File: src/rtl/arb4_sched_spec.sv
// Four-requester bus scheduler monitor: ownership FSM, starvation bounding, and a sticky violation flag.
// All outputs are registered; a violation in cycle t shows on o_err at edge t+1. There is no backpressure, so every cycle is evaluated.
module arb4_sched_spec #(
    parameter int STARVE_MAX = 3
) (
    input  logic       i_clk,
    input  logic       i_rst,
    input  logic [3:0] i_req,
    input  logic       i_ready,
    input  logic       i_release,
    input  logic [3:0] controllable_grant,
    input  logic [1:0] controllable_master,
    output logic       o_err,
    output logic       o_busy,
    output logic [1:0] o_owner
);

    typedef enum logic [1:0] {
        IDLE    = 2'd0,
        GRANTED = 2'd1,
        BUSY    = 2'd2
    } state_t;

    localparam logic [2:0] STARVE_LIM = 3'(STARVE_MAX);

    state_t          state;
    logic [3:0]      pending;
    logic [3:0][2:0] starve;

    logic       idle;
    logic       grant_any;
    logic [3:0] granted;
    logic [1:0] grant_idx;
    logic       multi_grant;
    logic [3:0] unrequested;
    logic [3:0] starved;
    logic       viol;

    always_comb begin
        idle      = (state == IDLE);
        grant_any = |controllable_grant;
        // Only a grant issued from IDLE actually hands the bus over.
        granted   = idle ? controllable_grant : 4'b0000;

        grant_idx = 2'd0;
        for (int i = 3; i >= 0; i--) begin
            if (controllable_grant[i]) grant_idx = 2'(i);
        end

        multi_grant = (controllable_grant & (controllable_grant - 4'd1)) != 4'b0000;
        unrequested = controllable_grant & ~(pending | i_req);

        starved = 4'b0000;
        for (int i = 0; i < 4; i++) begin
            starved[i] = (starve[i] == STARVE_LIM);
        end

        viol = multi_grant
             | (|unrequested)
             | (grant_any & ~i_ready)
             | (grant_any & ~idle)
             | (~idle & (controllable_master != o_owner))
             | (|starved);
    end

    always_ff @(posedge i_clk) begin
        if (i_rst) begin
            state   <= IDLE;
            o_err   <= 1'b0;
            o_busy  <= 1'b0;
            o_owner <= 2'd0;
            pending <= 4'b0000;
            starve  <= '0;
        end else begin
            o_err <= o_err | viol;

            case (state)
                IDLE: begin
                    if (grant_any) begin
                        state   <= GRANTED;
                        o_busy  <= 1'b1;
                        o_owner <= grant_idx;
                    end
                end
                GRANTED: begin
                    state  <= BUSY;
                    o_busy <= 1'b1;
                end
                BUSY: begin
                    if (i_release) begin
                        state  <= IDLE;
                        o_busy <= 1'b0;
                    end
                end
                default: begin
                    state  <= IDLE;
                    o_busy <= 1'b0;
                end
            endcase

            for (int i = 0; i < 4; i++) begin
                pending[i] <= granted[i] ? 1'b0 : (pending[i] | i_req[i]);
                // A busy bus or a not-ready environment holds the count rather than charging it.
                if (granted[i] || !pending[i]) begin
                    starve[i] <= 3'd0;
                end else if (idle && i_ready && (starve[i] != 3'd7)) begin
                    starve[i] <= starve[i] + 3'd1;
                end
            end
        end
    end

endmodule

File: config.mk
export PLATFORM = sky130hd
export DESIGN_NAME = arb4_sched_spec
export DESIGN_NICKNAME = d
export VERILOG_FILES = /design/src/rtl/arb4_sched_spec.sv
export SDC_FILE = /design/constraint.sdc
export NUM_CORES = 1
export LEC_CHECK = 0
export CAP_MARGIN = 10
export CORE_MARGIN = 2
export CORE_UTILIZATION = 64
export CTS_BUF_LIST = sky130_fd_sc_hd__clkbuf_8
export CTS_CLUSTER_DIAMETER = 150
export CTS_CLUSTER_SIZE = 25
export DETAILED_ROUTE_END_ITERATION = 8
export DONT_BUFFER_PORTS = 1
export PLACE_DENSITY = 0.8
export REMOVE_ABC_BUFFERS = 1
export SETUP_SLACK_MARGIN = 0.15
export SYNTH_ARGS = -nofsm -noshare
export SYNTH_HDL_FRONTEND = slang
export SYNTH_SLANG_ARGS = --single-unit
File: constraint.sdc
create_clock -name i_clk -period 2.1 [get_ports i_clk]
set_clock_uncertainty 0.2 [all_clocks]
set_input_delay 0.21 -clock i_clk [delete_from_list [all_inputs] [get_ports i_clk]]
set_output_delay 0.21 -clock i_clk [all_outputs]
set_load 0.01 [all_outputs]
==> results of run 1 <==
how the worst max path moves through the flow:
stage | cells past startpoint | slack (ns) | from | end
global route | 5 | 0.20 | state[0] | o_busy
finish | 5 | 0.25 | state[0] | o_busy
global placement | 5 | 0.47 | starve[9] | starve[10]
CTS | 5 | 0.22 | state[1] | o_busy
detailed placement | 5 | 0.41 | starve[3] | starve[4]
floorplan | 3 | 0.50 | state[1] | starve[11]
power by group through the flow:
stage	clock, mW	sequential, mW	combinational (mW)
after global routing	0.274	0.467	0.181
after detailed placement	0	0.473	0.134
after CTS	0.262	0.463	0.160
final	0.254	0.465	0.165
after floorplan	0	0.478	0.100
after global placement	0	0.471	0.130
area by class of cell:
type                    count  area share [%]
clock buffers               3            3.02
inverters                  11            3.02
multi-input cells          83            50.2
flip-flops and latches     22            32.3
well taps                  25            2.29
repair buffers             13            9.15
cell usage after synthesis, drive strengths merged:
cell,number
dfxtp,22
nor2,19
ha,12
inv,11
a211oi,8
mux2i,5
a211o,4
nor3b,4
nor4,4
nor4b,4
xnor2,4
a21oi,3
buf,3
clkbuf,3
o21ai,3
a21o,2
xor2,2
a221oi,1
a41oi,1
nand2,1
nor3,1
o211a,1
o21a,1
o22a,1
o22ai,1
or2,1
routing by layer:
layer | up-vias | wire, um | track usage, %
met5 | - | 0 | 0
met2 | 30 | 1180 | 39.5
met1 | 465 | 1020 | 29.2
met4 | 0 | 25 | 11.7
met3 | 4 | 152 | 4.62
li1 | 455 | - | -
worst reg2reg max path, delay by kind of cell, from the launching register on:
family                 cells  cell delay, ns
AOI/OAI and AO/OA          2            0.17
DFF                        1            0.45
and+or+nand+nor            1            0.08
buffers and inverters      2            0.84
state kept, by name (all words and copies together) (netlist names):
| signal | flops |
|---|---|
| o_owner | 2 |
| o_err | 1 |
| starve | 12 |
| state | 2 |
| o_busy | 1 |
| pending | 4 |
cells by family after synthesis:
group | share of synthesized area (%)
flip-flops | 36.6
multiplexers | 4.15
adder cells (fa/ha/maj) | 12.5
XOR/XNOR | 4.36
AND/OR/NAND/NOR | 19.8
buffers and inverters | 6.85
AO/OA/AOI/OAI | 15.8
cell usage in the layout (no fill, tap or decap), types with 2 or more instances in the layout:
cell and n:
dfxtp_1 21, nor2_1 18, ha_1 12, inv_1 11, dlygate4sd3_1 11, a211oi_1 8
mux2i_1 5, a211o_1 4, nor4b_4 4, xnor2_1 4, nor4_1 4, nor3b_1 4
o21ai_0 3, a21oi_1 3, clkbuf_8 3, a21o_1 2, xor2_1 2, buf_4 2
repair_timing:
item,in CTS,in global routing
setup endpoints to repair,0,4
hold buffers,11,0
endpoints found under the hold margin,22,0
resized for setup,0,2
metrics by stage:
stage	std cells	hold slack, ns
5_1_grt	157	0.0298
6_report	157	0.00927
4_1_cts	157	0.00770
3_5_place_dp	143	0.0835
3_3_place_gp	143	0.0831
2_1_floorplan	116	0.0791
==> impl_metrics.json, run 1 <==
{
  "dieArea_um2": 2250,
  "utilization_pct": 78.4,
  "nNetsFinal": 160,
  "io_pins": 18,
  "cts_root_buf": "clkbuf_8",
  "drtIter0Drc": 29,
  "post_drt_wl_per_cell_um": 15.1,
  "slew_headroom_pct": 63.7,
  "r2r_end": "o_busy",
  "p_int_mw": 0.651,
  "ys_warn_count": 0,
  "path_delay_family": "buffers and inverters",
  "holdPathEnd": "o_owner[0]",
  "drc": 0,
  "power_frac_clock_pct": 28.7,
  "drt-total-wl_mm": 2.37,
  "cp_slowest_cell": "dlygate4sd3_1",
  "setup_viol": 0,
  "clk_latency_ns": 0.26,
  "synth_top_area_cell": "dfxtp_1",
  "r2r_slack_ns": 0.25,
  "power_mw": 0.884,
  "period_minus_slack_ns": 1.85,
  "antenna_found_initial": 0,
  "power_frac_seq_pct": 52.6,
  "cpPeakStageDelay_ns": 0.58,
  "area.growth.synth_to_final_pct": 13.5,
  "post-place-ws_ns": 0.407,
  "worst_ep_required_time_ns": 2.04,
  "overflow": 0,
  "syn_area_per_cell_um2": 9.88,
  "critPathMaxFanout": 10,
  "tightest_slew_ns": 0.542,
  "synth_area_um2": 1200,
  "portBuffers": 0,
  "worstHoldStart": "controllable_grant[1]",
  "path_class": "reg -> reg",
  "antenna_left": 0,
  "start_kind": "flop",
  "p_sw_share_pct": 26.4,
  "hpwl_mm": 1.58,
  "ctsLongestPathBuffers": 2,
  "min_path_type": "in -> reg",
  "holdPathStages": 2,
  "grt_pass1_vias": 907,
  "layout_setup_ws_ns": 0.252,
  "clk_pin_slew_ns": 0.08,
  "worstPathCellList": "buf_4 > o21ai_0 > nand2_1 > a21oi_1 > dlygate4sd3_1",
  "reg2reg_depth": 5,
  "regArea_um2": 442,
  "slew_viol_final": 0,
  "fmax_mhz": 541,
  "vias_per_cell": 6.08,
  "n_fill_cell": 124,
  "htreeDepth": 1,
  "finalCritPeriodShare_pct": 88.0,
  "design.core.area_um2": 1750,
  "ys_seq_area_share_pct": 36.6,
  "power_density_nw_per_um2": 646,
  "drive_gt1_share_pct": 9.09,
  "ys_ff_latch": 22,
  "leakage_nw": 0.579,
  "rsz0062_at_grt": "false",
  "synth_area_leaders": "dfxtp_1, ha_1, nor4b_4",
  "p_sw_mw": 0.233,
  "clock_sinks": 22,
  "cts_buffers": 3,
  "syn_inst": 122,
  "die_w_um": 47.4,
  "status": "completed",
  "rows": 15,
  "yosys.area.top_type_share_pct": 36.6,
  "finalInstanceArea_um2": 1370,
  "maxCapViolCount": 0,
  "peakVddDrop_v": 0.000414,
  "die_y_um": 47.4,
  "grt_util_all_layers_pct": 23.8,
  "vias": 954,
  "fin_tns_setup_ns": 0,
  "worst_setup_path_end_kind": "flop",
  "start_util_pct": 69.0,
  "multi_input_area_um2": 687,
  "power_frac_comb_pct": 18.6,
  "placed_cell_area_um2": 1210,
  "postCtsSetupRepairBufs": 0,
  "crit_buf_inv": 2,
  "cts_tree": "done",
  "grt_pass1_wl_mm": 3.75,
  "crit_arrival_ns": 1.79,
  "reg2reg_from": "state[0]",
  "synth_cell_types": 28,
  "drt_pre_antenna_iters": 4,
  "gp_congestion": 0.773,
  "final_hold_viol_count": 0,
  "diodes": 0,
  "grt_max_degree": 15
}
Note: power is estimated with default switching activity, not from simulation.
==> inputs of run 2 (changes only) <==
--- a/config.mk
+++ b/config.mk
@@ -6,14 +6,17 @@
 export NUM_CORES = 1
 export LEC_CHECK = 0
 export CAP_MARGIN = 10
+export CELL_PAD_IN_SITES_DETAIL_PLACEMENT = 2
+export CELL_PAD_IN_SITES_GLOBAL_PLACEMENT = 2
+export CORE_ASPECT_RATIO = 2
 export CORE_MARGIN = 2
-export CORE_UTILIZATION = 64
+export CORE_UTILIZATION = 41
 export CTS_BUF_LIST = sky130_fd_sc_hd__clkbuf_8
 export CTS_CLUSTER_DIAMETER = 150
 export CTS_CLUSTER_SIZE = 25
 export DETAILED_ROUTE_END_ITERATION = 8
 export DONT_BUFFER_PORTS = 1
-export PLACE_DENSITY = 0.8
+export PLACE_DENSITY_LB_ADDON = 0.1
 export REMOVE_ABC_BUFFERS = 1
 export SETUP_SLACK_MARGIN = 0.15
 export SYNTH_ARGS = -nofsm -noshare
==> run 2 against run 1 <==
  * The flow now finishes with violations (negative hold slack)
  * Wire length grew 35%
  * Via count shrank 1.2%
  * Final area grew 1.4%
  * Clock power increased by 24%
  * Power increased by 8.0%
  * First-iteration DRC count decreased by 86%
  * Critical endpoint is now state[1]
  * Largest power group unchanged
==> impl_metrics.json, run 2 (same netlist as run 1, synthesis figures left out) <==
{
  "status": "complete, but fails checks",
  "violations": "negative hold slack",
  "crit_top_cell": "dlygate4sd3_1",
  "cp-startpoint": "i_rst",
  "final_common_cell": "dfxtp_1",
  "period_minus_slack_ns": 1.81,
  "portBuffers": 0,
  "critPathCapture": "state[1]",
  "area.growth.synth_to_final_pct": 15.1,
  "cts_tree": "done",
  "die_w_um": 42.3,
  "gp_congestion": 0.734,
  "fin_tns_setup_ns": 0,
  "ctsLongestPathBuffers": 2,
  "leakage_nw": 0.585,
  "drc": 0,
  "crit_buf_inv": 2,
  "start_kind": "primary input",
  "vias_per_cell": 5.82,
  "worstPathCellList": "dlygate4sd3_1 > nor2_1 > dlygate4sd3_1",
  "overflow": 0,
  "finalCritPeriodShare_pct": 86.1,
  "fmax_mhz": 553,
  "antenna_found_initial": 0,
  "post_drt_wl_per_cell_um": 19.7,
  "cts_root_buf": "clkbuf_8",
  "largest-register": "starve",
  "tightest_slew_ns": 0.570,
  "cpPeakStageDelay_ns": 0.88,
  "finalInstanceArea_um2": 1390,
  "clock_sinks": 22,
  "hpwl_mm": 2.22,
  "worst_setup_path_end_kind": "flop",
  "drt-total-wl_mm": 3.20,
  "drtIter0Drc": 4,
  "rsz0062_at_grt": "false",
  "setup_viol": 0,
  "rows": 27,
  "maxCapViolCount": 0,
  "diodes": 0,
  "grt_pass1_wl_mm": 5.36,
  "grt_util_all_layers_pct": 21.1,
  "clk_latency_ns": 0.27,
  "grt_max_degree": 15,
  "n_fill_cell": 300,
  "grt_pass1_vias": 1119,
  "reg2reg_depth": 5,
  "start_util_pct": 43.5,
  "slew_headroom_pct": 61.6,
  "drt_pre_antenna_iters": 4,
  "crit_arrival_ns": 1.77,
  "power_density_nw_per_um2": 689,
  "largest_register_ffs": 12,
  "path_class": "in -> reg",
  "cts_buffers": 3,
  "vias": 943,
  "path_delay_family": "buffers and inverters",
  "htreeDepth": 1,
  "cp_slowest_cell": "dlygate4sd3_1",
  "reg_top3": "starve: 12 flops, pending: 4 flops",
  "slew_viol_final": 0,
  "holdWs_ns": -0.00454,
  "r2r_end": "state[1]",
  "final_hold_viol_count": 1,
  "critPathMaxFanout": 14,
  "nNetsFinal": 160,
  "most-common-layout-cells": "dfxtp_1, nor2_1, ha_1",
  "cp.depth": 3,
  "r2r_slack_ns": 0.31,
  "reg2reg_from": "state[0]",
  "design.core.area_um2": 2770,
  "dieArea_um2": 3410,
  "drive_gt1_share_pct": 9.77,
  "worst_ep_required_time_ns": 2.06,
  "die_y_um": 80.7,
  "min_path_type": "in -> reg",
  "peakVddDrop_v": 0.000432,
  "placed_cell_area_um2": 1210,
  "antenna_left": 0,
  "clk_pin_slew_ns": 0.08,
  "postCtsSetupRepairBufs": 0,
  "power_mw": 0.955,
  "io_pins": 18
}
run 2: cell count changes in the layout (fill, tap and decap cells not counted), sizes merged:
cell    before  now
clkbuf       3    4
run 2: where the power goes:
group / switching [mW] / internal [mW]
Combinational: 0.0909 / 0.0834
Clock: 0.149 / 0.167
Sequential: 0.0255 / 0.439
Total: 0.265 / 0.689
run 2: per-layer routing:
layer,part of all wire (%),track usage (%),wire (um),vias up
li1,-,-,-,450
met1,37,20.1,1190,460
met2,57,41.8,1810,24
met3,3.1,3.37,100,9
met4,2.9,9.69,94,0
met5,0,0,0,-
run 2: through the flow:
step	setup slack, ns	cells	utilization [%]
after floorplan	0.501	116	-
after global placement	0.439	147	43.9
after detailed placement	0.350	147	43.9
after CTS	0.161	162	49.8
after global routing	0.201	162	50.0
final	0.291	162	50.0
run 2: worst register-to-register path, cell delays in order (launching register included):
cell and delay, ns:
dfxtp_1 0.38, buf_4 0.26, nor2_1 0.07, mux2i_1 0.14, nor2_1 0.06, dlygate4sd3_1 0.57
run 2: layout make-up:
type / instances / area, um^2 / share of cell area, %
Sequential cell: 22 / 442 / 31.9
Clock buffer: 4 / 55.1 / 3.97
Multi-Input combinational cell: 83 / 687 / 49.5
Inverter: 11 / 41.3 / 2.98
Tap cell: 29 / 36.3 / 2.62
Timing Repair Buffer: 13 / 125 / 9.03
run 2: worst min-delay path by stage:
stage               cells after the start  slack, ns             startpoint   endpoint
global route                            2       0.02  controllable_grant[3]  starve[9]
floorplan                               1       0.08                  i_rst     o_busy
CTS                                     2      0.002  controllable_grant[3]  starve[9]
global placement                        1       0.08                  i_rst     o_busy
finish                                  2     -0.005  controllable_grant[3]  starve[9]
detailed placement                      1       0.09                  i_rst   state[1]
run 2: what timing repair did:
| action | 4_1_cts | 5_1_grt |
|---|---|---|
| hold buffers | 11 | 0 |
| resized for setup | 0 | 2 |
| setup endpoints to repair | 0 | 2 |
| endpoints found under the hold margin | 22 | 0 |
==> inputs of run 3 (changes only) <==
--- a/config.mk
+++ b/config.mk
@@ -16,6 +16,7 @@
 export CTS_CLUSTER_SIZE = 25
 export DETAILED_ROUTE_END_ITERATION = 8
 export DONT_BUFFER_PORTS = 1
+export MAX_ROUTING_LAYER = met4
 export PLACE_DENSITY_LB_ADDON = 0.1
 export REMOVE_ABC_BUFFERS = 1
 export SETUP_SLACK_MARGIN = 0.15
==> run 3 against run 2 <==
  * Global-route usage rose by 0.40 points
  * Highest routed layer unchanged
  * Cell count unchanged
  * Sequential power about the same
  * First-iteration DRC count increased by 130%
  * Register-to-register slack is essentially flat
  * Flip-flop and latch count unchanged
  * Fmax down 0.36%
  * Largest power group unchanged
  * Wire length shrank 0.38%
  * The flow still finishes with violations (negative hold slack)
  * Critical path depth unchanged
==> impl_metrics.json, run 3 (same netlist as run 1, synthesis figures left out) <==
{
  "vias_per_cell": 5.76,
  "cts_tree": "done",
  "power_frac_clock_pct": 33.1,
  "clock_sinks": 22,
  "setup_viol": 0,
  "cpPeakStageDelay_ns": 0.88,
  "crit_buf_inv": 2,
  "multi_input_area_um2": 687,
  "tightest_slew_ns": 0.572,
  "postCtsSetupRepairBufs": 0,
  "holdPathStages": 2,
  "leakage_nw": 0.585,
  "fmax_mhz": 551,
  "most-common-layout-cells": "dfxtp_1, nor2_1, ha_1",
  "antenna_found_initial": 0,
  "area.growth.synth_to_final_pct": 15.1,
  "hpwl_mm": 2.22,
  "clk_pin_slew_ns": 0.08,
  "reg_top3": "starve: 12 flops, pending: 4 flops",
  "dpl.cell_count": 147,
  "clk_latency_ns": 0.26,
  "largest-register": "starve",
  "power_density_nw_per_um2": 688,
  "p_int_mw": 0.689,
  "grt_pass1_wl_mm": 5.33,
  "portBuffers": 0,
  "overflow": 0,
  "ctsLongestPathBuffers": 2,
  "slew_viol_final": 0,
  "violations": "negative hold slack",
  "diodes": 0,
  "critPathCapture": "state[1]",
  "grt_max_degree": 15,
  "fin_tns_setup_ns": 0,
  "rows": 27,
  "cp.depth": 3,
  "io_pins": 18,
  "stdcell_count": 162,
  "crit_top_cell": "dlygate4sd3_1",
  "finalCritPeriodShare_pct": 86.5,
  "die_w_um": 42.3,
  "nNetsFinal": 160,
  "drt_pre_antenna_iters": 4,
  "drtIter0Drc": 9,
  "start_util_pct": 43.5,
  "rsz0062_at_grt": "false",
  "critPathMaxFanout": 14,
  "reg2reg_depth": 5,
  "crit_arrival_ns": 1.77,
  "die_y_um": 80.7,
  "gp_congestion": 0.743,
  "utilization_pct": 50.0,
  "cp_slowest_cell": "dlygate4sd3_1",
  "design.core.area_um2": 2770,
  "cts_buffers": 3,
  "path_class": "in -> reg",
  "min_path_type": "in -> reg",
  "period_minus_slack_ns": 1.82,
  "reg2reg_from": "state[0]",
  "antenna_left": 0,
  "worst_setup_path_end_kind": "flop",
  "htreeDepth": 1,
  "worst_ep_required_time_ns": 2.06,
  "maxCapViolCount": 0,
  "p_sw_mw": 0.265,
  "slew_headroom_pct": 61.5,
  "p_sw_share_pct": 27.8,
  "largest_register_ffs": 12,
  "vias": 933,
  "regArea_um2": 442,
  "drc": 0,
  "r2r_end": "state[1]",
  "r2r_slack_ns": 0.30,
  "dieArea_um2": 3410,
  "power_frac_seq_pct": 48.7,
  "final_common_cell": "dfxtp_1",
  "grt_pass1_vias": 1125,
  "start_kind": "primary input",
  "final_hold_viol_count": 1,
  "cts_root_buf": "clkbuf_8",
  "post_drt_wl_per_cell_um": 19.7,
  "drive_gt1_share_pct": 9.77,
  "n_fill_cell": 300,
  "peakVddDrop_v": 0.000432,
  "cp-startpoint": "i_rst",
  "drt-total-wl_mm": 3.19,
  "grt_util_all_layers_pct": 21.5,
  "status": "complete, but fails checks",
  "worstPathCellList": "dlygate4sd3_1 > nor2_1 > dlygate4sd3_1",
  "path_delay_family": "buffers and inverters",
  "power_frac_comb_pct": 18.3,
  "power_mw": 0.954,
  "holdWs_ns": -0.00386
}
## run 3: cell counts in the layout (fill, tap and decap cells not counted)
Identical to the previous run, type by type.
## run 3: through the flow
stage                     cell area [um^2]  setup WS, ns  hold WS [ns]
after floorplan                       1160         0.501        0.0791
after CTS                             1380         0.161       0.00237
after global placement                1210         0.439        0.0819
after detailed placement              1210         0.350        0.0872
after global routing                  1390         0.201        0.0185
final                                 1390         0.284      -0.00386
## run 3: final cells by class
class	count	area share, %
multi-input combinational	83	49.5
sequential	22	31.9
timing repair buffer	13	9.03
clock buffer	4	3.97
inverter	11	2.98
tap	29	2.62
## run 3: timing repair
item                                   CTS  global route
endpoints found under the hold margin   22             0
gates resized for setup                  0             2
hold buffers                            11             0
setup endpoints to repair                0             2
## run 3: power groups by stage
stage / Combinational [mW] / Sequential, mW / Clock (mW)
after floorplan: 0.100 / 0.478 / 0
after global placement: 0.135 / 0.470 / 0
after detailed placement: 0.144 / 0.473 / 0
after CTS: 0.171 / 0.463 / 0.315
after global routing: 0.190 / 0.468 / 0.335
final: 0.174 / 0.465 / 0.316
## run 3: worst min path at each step
| stage | startpoint | end | slack, ns |
|---|---|---|---|
| after CTS | controllable_grant[3] | starve[9] | 0.002 |
| after global routing | controllable_grant[3] | starve[9] | 0.02 |
| after global placement | i_rst | o_busy | 0.08 |
| final | controllable_grant[3] | starve[9] | -0.004 |
| after detailed placement | i_rst | state[1] | 0.09 |
| after floorplan | i_rst | o_busy | 0.08 |
## run 3: per-layer routing
metal	share of wire [%]	wire, um	GRT usage [%]
met4	2.9	93	9.69
met5	0	0	-
met3	3.0	97	3.37
met1	37	1180	19.4
met2	57	1810	42.2
